File: src/rtl/cfg_cell_pkg.sv
// Shared definitions for the configurable logic cell family: FSM state
// encoding, output-mode encoding and configuration-word sizing.
package cfg_cell_pkg;

  typedef enum logic [1:0] {
    UNCONF = 2'd0,
    LOAD   = 2'd1,
    ACTIVE = 2'd2
  } cfg_state_e;

  localparam logic MODE_COMB = 1'b0;
  localparam logic MODE_REG  = 1'b1;

  // Truth table of a K-input LUT plus one mode bit.
  function automatic int cfg_width(input int k);
    return (1 << k) + 1;
  endfunction

endpackage

File: src/rtl/lut_read.sv
// Combinational LUT_W:1 selector: returns the truth-table entry addressed by sel_i.
module lut_read #(
  parameter  int K     = 4,
  localparam int LUT_W = 2 ** K
) (
  input  logic [LUT_W-1:0] lut_i,
  input  logic [K-1:0]     sel_i,
  output logic             bit_o
);

  assign bit_o = lut_i[sel_i];

endmodule

File: src/rtl/cfg_logic_cell.sv
// K-input LUT cell loaded through a serial valid/ready configuration chain,
// with a combinational or clock-enabled registered output.
module cfg_logic_cell
  import cfg_cell_pkg::*;
#(
  parameter  int K     = 4,
  localparam int LUT_W = 2 ** K,
  localparam int CFG_W = cfg_width(K),
  localparam int CNT_W = $clog2(CFG_W + 1)
) (
  input  logic         clk,
  input  logic         rst,
  input  logic         cfg_start,
  input  logic         cfg_valid,
  input  logic         cfg_bit,
  output logic         cfg_ready,
  output logic         cfg_done,
  output logic         cfg_out,
  input  logic [K-1:0] in,
  input  logic         ce,
  output logic         out,
  output logic [1:0]   state_o
);

  localparam logic [1:0] ST_UNCONF = UNCONF;
  localparam logic [1:0] ST_LOAD   = LOAD;
  localparam logic [1:0] ST_ACTIVE = ACTIVE;
  localparam logic [CNT_W-1:0] CNT_LAST = CNT_W'(CFG_W - 1);

  // Handshake: a config bit transfers on a rising clk edge where
  // cfg_valid && cfg_ready && !cfg_start; cfg_ready is high only in LOAD,
  // and a same-cycle cfg_start discards the offered bit.

  logic [1:0]       state_q, state_d;
  logic [CFG_W-1:0] cfg_q, cfg_d;
  logic [CNT_W-1:0] cnt_q, cnt_d;
  logic             cfg_out_q, cfg_out_d;
  logic             q_q, q_d;

  logic             accept;
  logic             comb_bit;
  logic [LUT_W-1:0] lut;
  logic             mode;

  assign lut    = cfg_q[LUT_W-1:0];
  assign mode   = cfg_q[LUT_W];
  assign accept = cfg_valid && (state_q == ST_LOAD) && !cfg_start;

  lut_read #(.K(K)) u_lut_read (
    .lut_i (lut),
    .sel_i (in),
    .bit_o (comb_bit)
  );

  always_comb begin
    state_d   = state_q;
    cfg_d     = cfg_q;
    cnt_d     = cnt_q;
    cfg_out_d = cfg_out_q;
    q_d       = q_q;
    if (cfg_start) begin
      state_d = ST_LOAD;
      cnt_d   = '0;
      q_d     = 1'b0;
    end else begin
      case (state_q)
        ST_LOAD: begin
          if (accept) begin
            cfg_d     = {cfg_bit, cfg_q[CFG_W-1:1]};
            cfg_out_d = cfg_q[0];
            // Counter parks on the last index instead of wrapping.
            if (cnt_q == CNT_LAST) begin
              state_d = ST_ACTIVE;
            end else begin
              cnt_d = cnt_q + 1'b1;
            end
          end
        end
        ST_ACTIVE: begin
          if ((mode == MODE_REG) && ce) begin
            q_d = comb_bit;
          end
        end
        default: begin
          state_d = state_q;
        end
      endcase
    end
  end

  always_ff @(posedge clk) begin
    if (rst) begin
      state_q   <= ST_UNCONF;
      cfg_q     <= '0;
      cnt_q     <= '0;
      cfg_out_q <= 1'b0;
      q_q       <= 1'b0;
    end else begin
      state_q   <= state_d;
      cfg_q     <= cfg_d;
      cnt_q     <= cnt_d;
      cfg_out_q <= cfg_out_d;
      q_q       <= q_d;
    end
  end

  always_comb begin
    out = 1'b0;
    if (state_q == ST_ACTIVE) begin
      out = (mode == MODE_REG) ? q_q : comb_bit;
    end
  end

  assign cfg_ready = (state_q == ST_LOAD);
  assign cfg_done  = (state_q == ST_ACTIVE);
  assign cfg_out   = cfg_out_q;
  assign state_o   = state_q;

endmodule

File: config.mk
export PLATFORM = sky130hd
export DESIGN_NAME = cfg_logic_cell
export DESIGN_NICKNAME = d
export VERILOG_FILES = /design/src/rtl/cfg_cell_pkg.sv /design/src/rtl/lut_read.sv /design/src/rtl/cfg_logic_cell.sv
export SDC_FILE = /design/constraint.sdc
export NUM_CORES = 1
export LEC_CHECK = 0
export BUFFER_PORTS_ARGS = -buffer_cell sky130_fd_sc_hd__clkbuf_2
export CAP_MARGIN = 0
export CORE_MARGIN = 10
export CORE_UTILIZATION = 50
export CTS_CLUSTER_DIAMETER = 200
export DETAILED_ROUTE_END_ITERATION = 8
export GPL_TIMING_DRIVEN = 0
export MAX_ROUTING_LAYER = met4
export PLACE_DENSITY = 0.7
export SLEW_MARGIN = 20
export SYNTH_ARGS = -nofsm -noshare
export SYNTH_HDL_FRONTEND = slang
export SYNTH_SLANG_ARGS = --single-unit
File: constraint.sdc
create_clock -name clk -period 1.2 [get_ports clk]
set_clock_uncertainty 0.1 [all_clocks]
set_input_delay 0.06 -clock clk [delete_from_list [all_inputs] [get_ports clk]]
set_output_delay 0.06 -clock clk [all_outputs]
set_load 0.03 [all_outputs]
After elaboration in Yosys (flattened, before gate mapping)

Cells that the tools add are included.
Widths: inputs -> output; s select.

Register bits after elaboration: 26
Input port bits: 10
Output and inout port bits: 6
Logic and storage cells: 34

Add/sub/neg operators: 1
Order comparisons: 1
Eq/ne operators: 3
Mux-type cells: 8
Bitwise gates (word level): 2
Reduce and logical (&&, ||, !) cells: 13

Operators by type and width:

| cell                | count |
|---|---|
| $reduce_and 3->1    | 4 |
| $mux 1              | 7 |
| $reduce_bool 2->1   | 3 |
| $add 5x1->5 const B | 1 |
| $eq 5x5->1 const B  | 1 |
| $lt 4x5->1 const B  | 1 |
| $bmux 1 s4          | 1 |
| $logic_and 1x1->1   | 3 |
| $eq 2x1->1 const B  | 1 |
| $eq 2x2->1 const B  | 1 |
| $not 1->1           | 2 |
| $reduce_and 2->1    | 1 |
| $reduce_or 2->1     | 1 |
| $logic_not 1->1     | 1 |

Longest topological paths before layout

Word-level depth: 6
Gate-level depth with buffers: 6
Depth with buffers taken out: 6

Hierarchy

Synthesis repeated with hierarchy kept, for this count alone.

Cells, all modules: 133
Area, all modules: 1,169.9 sq um

Modules (own cells, without submodules):

| module         | times used | cells an instance | area an instance (sq um) | seq. area each (sq um) |
|---|---|---|---|---|
| cfg_logic_cell | 1          | 126               | 1,034.7                  | 520.5 |
| lut_read       | 1          | 7                 | 135.1                    | 0.0 |

Worst setup path after synthesis

OpenSTA, ideal clock, no wires.

Path type: flip-flop to output port
Start point: register state_q[1] (netlist: state_o[1])
End point: output out
Arrival time: 1.691 ns
Data required time: 1.040 ns
Slack: -0.651 ns
Stages on the path, launching flop included: 3
Path buffers: 0
Path through: dfxtp_1 nor2b_1 a21boi_1

Word-level cells in the longest chain between the ends: 2

RTL lines:

| what                   | line                  | source |
|---|---|---|
| from (decl)            | cfg_logic_cell.sv:34  | `logic [1:0] state_q, state_d;` |
| from (signal assigned) | cfg_logic_cell.sv:99  | `state_q <= state_d;` |
| $eq 2x2->1             | n/a                   |  |
| net cfg_done           | cfg_logic_cell.sv:17  | `output logic cfg_done,` |
| $mux 1                 | cfg_logic_cell.sv:109 | `if (state_q == ST_ACTIVE) begin` |
| to (decl)              | cfg_logic_cell.sv:21  | `output logic out,` |

The timed path passes the listed nets, and every way through them passes these cells.

Final worst setup path

Start point: register cfg_q[15]
End point: output out

Word-level cells in the longest chain between the ends: 4

RTL lines:

| what                         | line                  | source |
|---|---|---|
| from (decl)                  | cfg_logic_cell.sv:35  | `logic [CFG_W-1:0] cfg_q, cfg_d;` |
| from (signal assigned)       | cfg_logic_cell.sv:100 | `cfg_q <= cfg_d;` |
| $bmux 1 s4                   | lut_read.sv:11        | `assign bit_o = lut_i[sel_i];` |
| $mux 1 (implied by the code) | lut_read.sv:11        |  |
| $mux 1                       | cfg_logic_cell.sv:110 | `out = (mode == MODE_REG) ? q_q : comb_bit;` |
| $mux 1                       | cfg_logic_cell.sv:109 |  |

Every way passes these cells. The select of a mux whose other input is x is not followed.

==> impl_metrics.py <==
metrics = {
    "status": {
        "outcome": "finished with violations",
        "violations": "negative setup slack",
    },
    "synthesis": {
        "synth_seq_area_share": 0.4338,
        "synthCells": 147,
        "ys_types": 28,
        "synth_top_area_cell": "dfxtp_1",
        "synth_nets": 159,
        "syn_area_um2": 1200,
        "yosys_warnings": 0,
        "syn_area_per_cell_um2": 8.163,
        "synth-seq-cells": 26,
        "synth.top_cells.by_area": "dfxtp_1, nand2_1, a21oi_1",
        "synth.top_cell.area_share": 0.4338,
    },
    "min_path": {
        "hp-class": "input port to flip-flop",
        "min_path_cells": 4,
        "holdCritStartpoint": "ce",
        "holdPathEnd": "q_q",
    },
    "critical_path": {
        "r2r_start": "cfg_q[15]",
        "arrival_ns": 1.68,
        "rrSetupSlack_ns": -0.25,
        "reg2reg_depth": 4,
        "criticalPathCategory": "flip-flop to output port",
        "crit_path_max_fanout": 3,
        "critPathRequiredTime_ns": 1.04,
        "cp-start-kind": "flip-flop",
        "r2r_end": "q_q",
        "cp-end-kind": "output port",
    },
    "routing": {
        "vias": 1150,
        "drtIter0Drc": 122,
        "ant_nets": 0,
        "drc": 0,
        "wire_per_inst_um": 16.35,
        "vias_per_cell": 5.502,
        "firstDrtPassIters": 4,
        "routed_wl_um": 3418,
    },
    "global_route": {
        "gr-usage-all-layers": 0.1490,
        "grt_pass1_vias": 1204,
        "grt_pass1_wl_um": 5333,
        "overflow": 0,
        "grt_util_met1": 0.1720,
        "met3_usage": 0.03704,
        "grt.busiest_layer": "met2",
        "grt_max_degree": 14,
        "antenna_found_initial": 0,
        "use_met2": 0.2489,
    },
    "pwr": {
        "comb_power_share": 0.131,
        "vdd_drop_max_mv": 0.6554,
        "p_sw_frac": 0.2538,
        "pwr-share-seq": 0.609,
        "total_power_mw": 1.431,
        "power_switching_mw": 0.3630,
        "powerDensity_nw_per_um2": 774.7,
        "p_int_mw": 1.068,
        "total_leakage_power_nw": 0.6864,
        "clock_power_share": 0.259,
    },
    "timing": {
        "rsz0062_at_grt": "true",
        "min_period_ns": 1.843,
        "worst_pin_slew_ns": 0.6692,
        "hold_viol_final": 0,
        "worst_slack_ns": -0.6426,
        "fmax_mhz": 542.7,
        "finalCritPeriodShare": 1.535,
        "setup-violations-final": 28,
        "drv_slew": 0,
        "max_slew_margin": 0.5539,
    },
    "die": {
        "coreArea_um2": 2255,
        "die_w_um": 68.99,
        "die_area_um2": 4759,
        "die_h_um": 68.99,
        "io-pin-count": 16,
        "core.rowCount": 17,
        "start_util": 0.5322,
    },
    "cts": {
        "cts_root_buffer": "clkbuf_4",
        "cts_sinks": 26,
        "clock_latency_ns": 0.32,
        "htreeDepth": 1,
        "cts_buffers": 3,
        "tritoncts": "yes",
        "clockBufferDepth": 2,
        "clkTransAtPathRegs_ns": 0.14,
    },
    "run": {
        "drv_cap": 0,
    },
    "cells_and_area": {
        "layout_common_cells": "nand2_1, a21oi_2, dfxtp_1",
        "fin_nets": 195,
        "drive_above_1_share": 0.5635,
        "fin_util": 0.8191,
        "antenna_cells": 0,
        "final_common_cell": "nand2_1",
        "areaGrowthSynthToFinish_pct": 53.91,
    },
    "place": {
        "portBuffers": 14,
        "dp_hpwl_um": 1873,
        "gp_congestion": 0.8495,
    },
}
==> worst max-delay path by stage <==
stage	from	end	cells past startpoint
after CTS	cfg_q[5]	out	5
after global placement	cfg_q[5]	out	5
after global routing	cfg_q[1]	out	5
after floorplan	cfg_q[5]	out	4
after detailed placement	cfg_q[5]	out	5
final	cfg_q[15]	out	5
==> worst max-delay path, stage by stage (launching register included) <==
cell	delay [ns]
dfxtp_2	0.36
mux4_2	0.45
and2_4	0.16
o221ai_4	0.15
a21boi_4	0.08
buf_8	0.14
==> flip-flops by register name, indices dropped and copies added (netlist names) <==
name,count
cfg_out,1
cfg_q,17
cnt_q,5
q_q,1
state_o,2
==> logic make-up (layout without fill, tap and decap cells) <==
group / after synthesis / after routing / share of synthesized area
simple gates: 69 / 69 / 0.2690
flops: 26 / 26 / 0.4338
mux: 6 / 6 / 0.07091
buf+inv: 12 / 46 / 0.04587
xor+xnor: 4 / 4 / 0.02920
fa+ha+maj: 2 / 2 / 0.02085
compound gates: 28 / 28 / 0.1304
==> cells in the mapped netlist <==
cell type  number
nand2_1        38
dfxtp_1        26
a21oi_1        20
nor2_1         10
clkbuf_1        4
inv_1           4
mux2i_1         4
nand3_1         3
nor2b_1         3
nor3_1          3
o221ai_1        3
xor2_1          3
and2_1          2
buf_2           2
ha_1            2
mux4_2          2
nand2b_1        2
nand4_1         2
nand4bb_1       2
o21ai_0         2
o22ai_1         2
or2_2           2
a21boi_1        1
and4bb_2        1
buf_1           1
buf_6           1
nand4b_1        1
xnor2_1         1
==> cell type report <==
cell class	count	area, um2
Buffer	7	60.06
Inverter	4	15.01
Fill cell	140	407.9
Sequential cell	26	538.0
Tap cell	28	35.03
Clock buffer	3	22.52
Timing Repair Buffer	32	272.8
Multi-Input combinational cell	109	903.4
==> stage by stage <==
step / setup WS (ns) / setup TNS, ns / area (um2) / instances / hold slack (ns)
after floorplan: -0.1721 / -0.6640 / 1301 / 147 / 0.09598
after global placement: -0.3494 / -1.512 / 1406 / 189 / 0.1893
after detailed placement: -0.3668 / -1.751 / 1406 / 189 / 0.1920
after CTS: -0.6553 / -3.393 / 1697 / 206 / 0.04352
after global routing: -0.6826 / -5.338 / 1847 / 209 / 0.1029
final: -0.6426 / -3.982 / 1847 / 209 / 0.08559
==> power by group through the flow <==
stage                     logic (mW)  clock network (mW)  registers, mW
after floorplan               0.0783                   0          0.893
final                          0.188               0.371          0.872
after global routing           0.201               0.401          0.873
after CTS                      0.164               0.365          0.872
after detailed placement       0.122                   0          0.890
after global placement         0.121                   0          0.889
==> per-layer routing <==
layer / vias up / part of all wire
li1: 569 / -
met1: 550 / 0.43
met2: 25 / 0.51
met3: 6 / 0.039
met4: 0 / 0.014
met5: - / 0
==> repair_timing <==
| action | in CTS | in global routing |
|---|---|---|
| endpoints found under the hold margin | 3 | 0 |
| gates resized for setup | 36 | 40 |
| cloned | 2 | 0 |
| setup endpoints to repair | 29 | 29 |
| buffers inserted | 10 | 3 |
| pin swaps | 20 | 11 |
| hold buffers | 3 | 0 |
(Power assumes the default switching activity.)
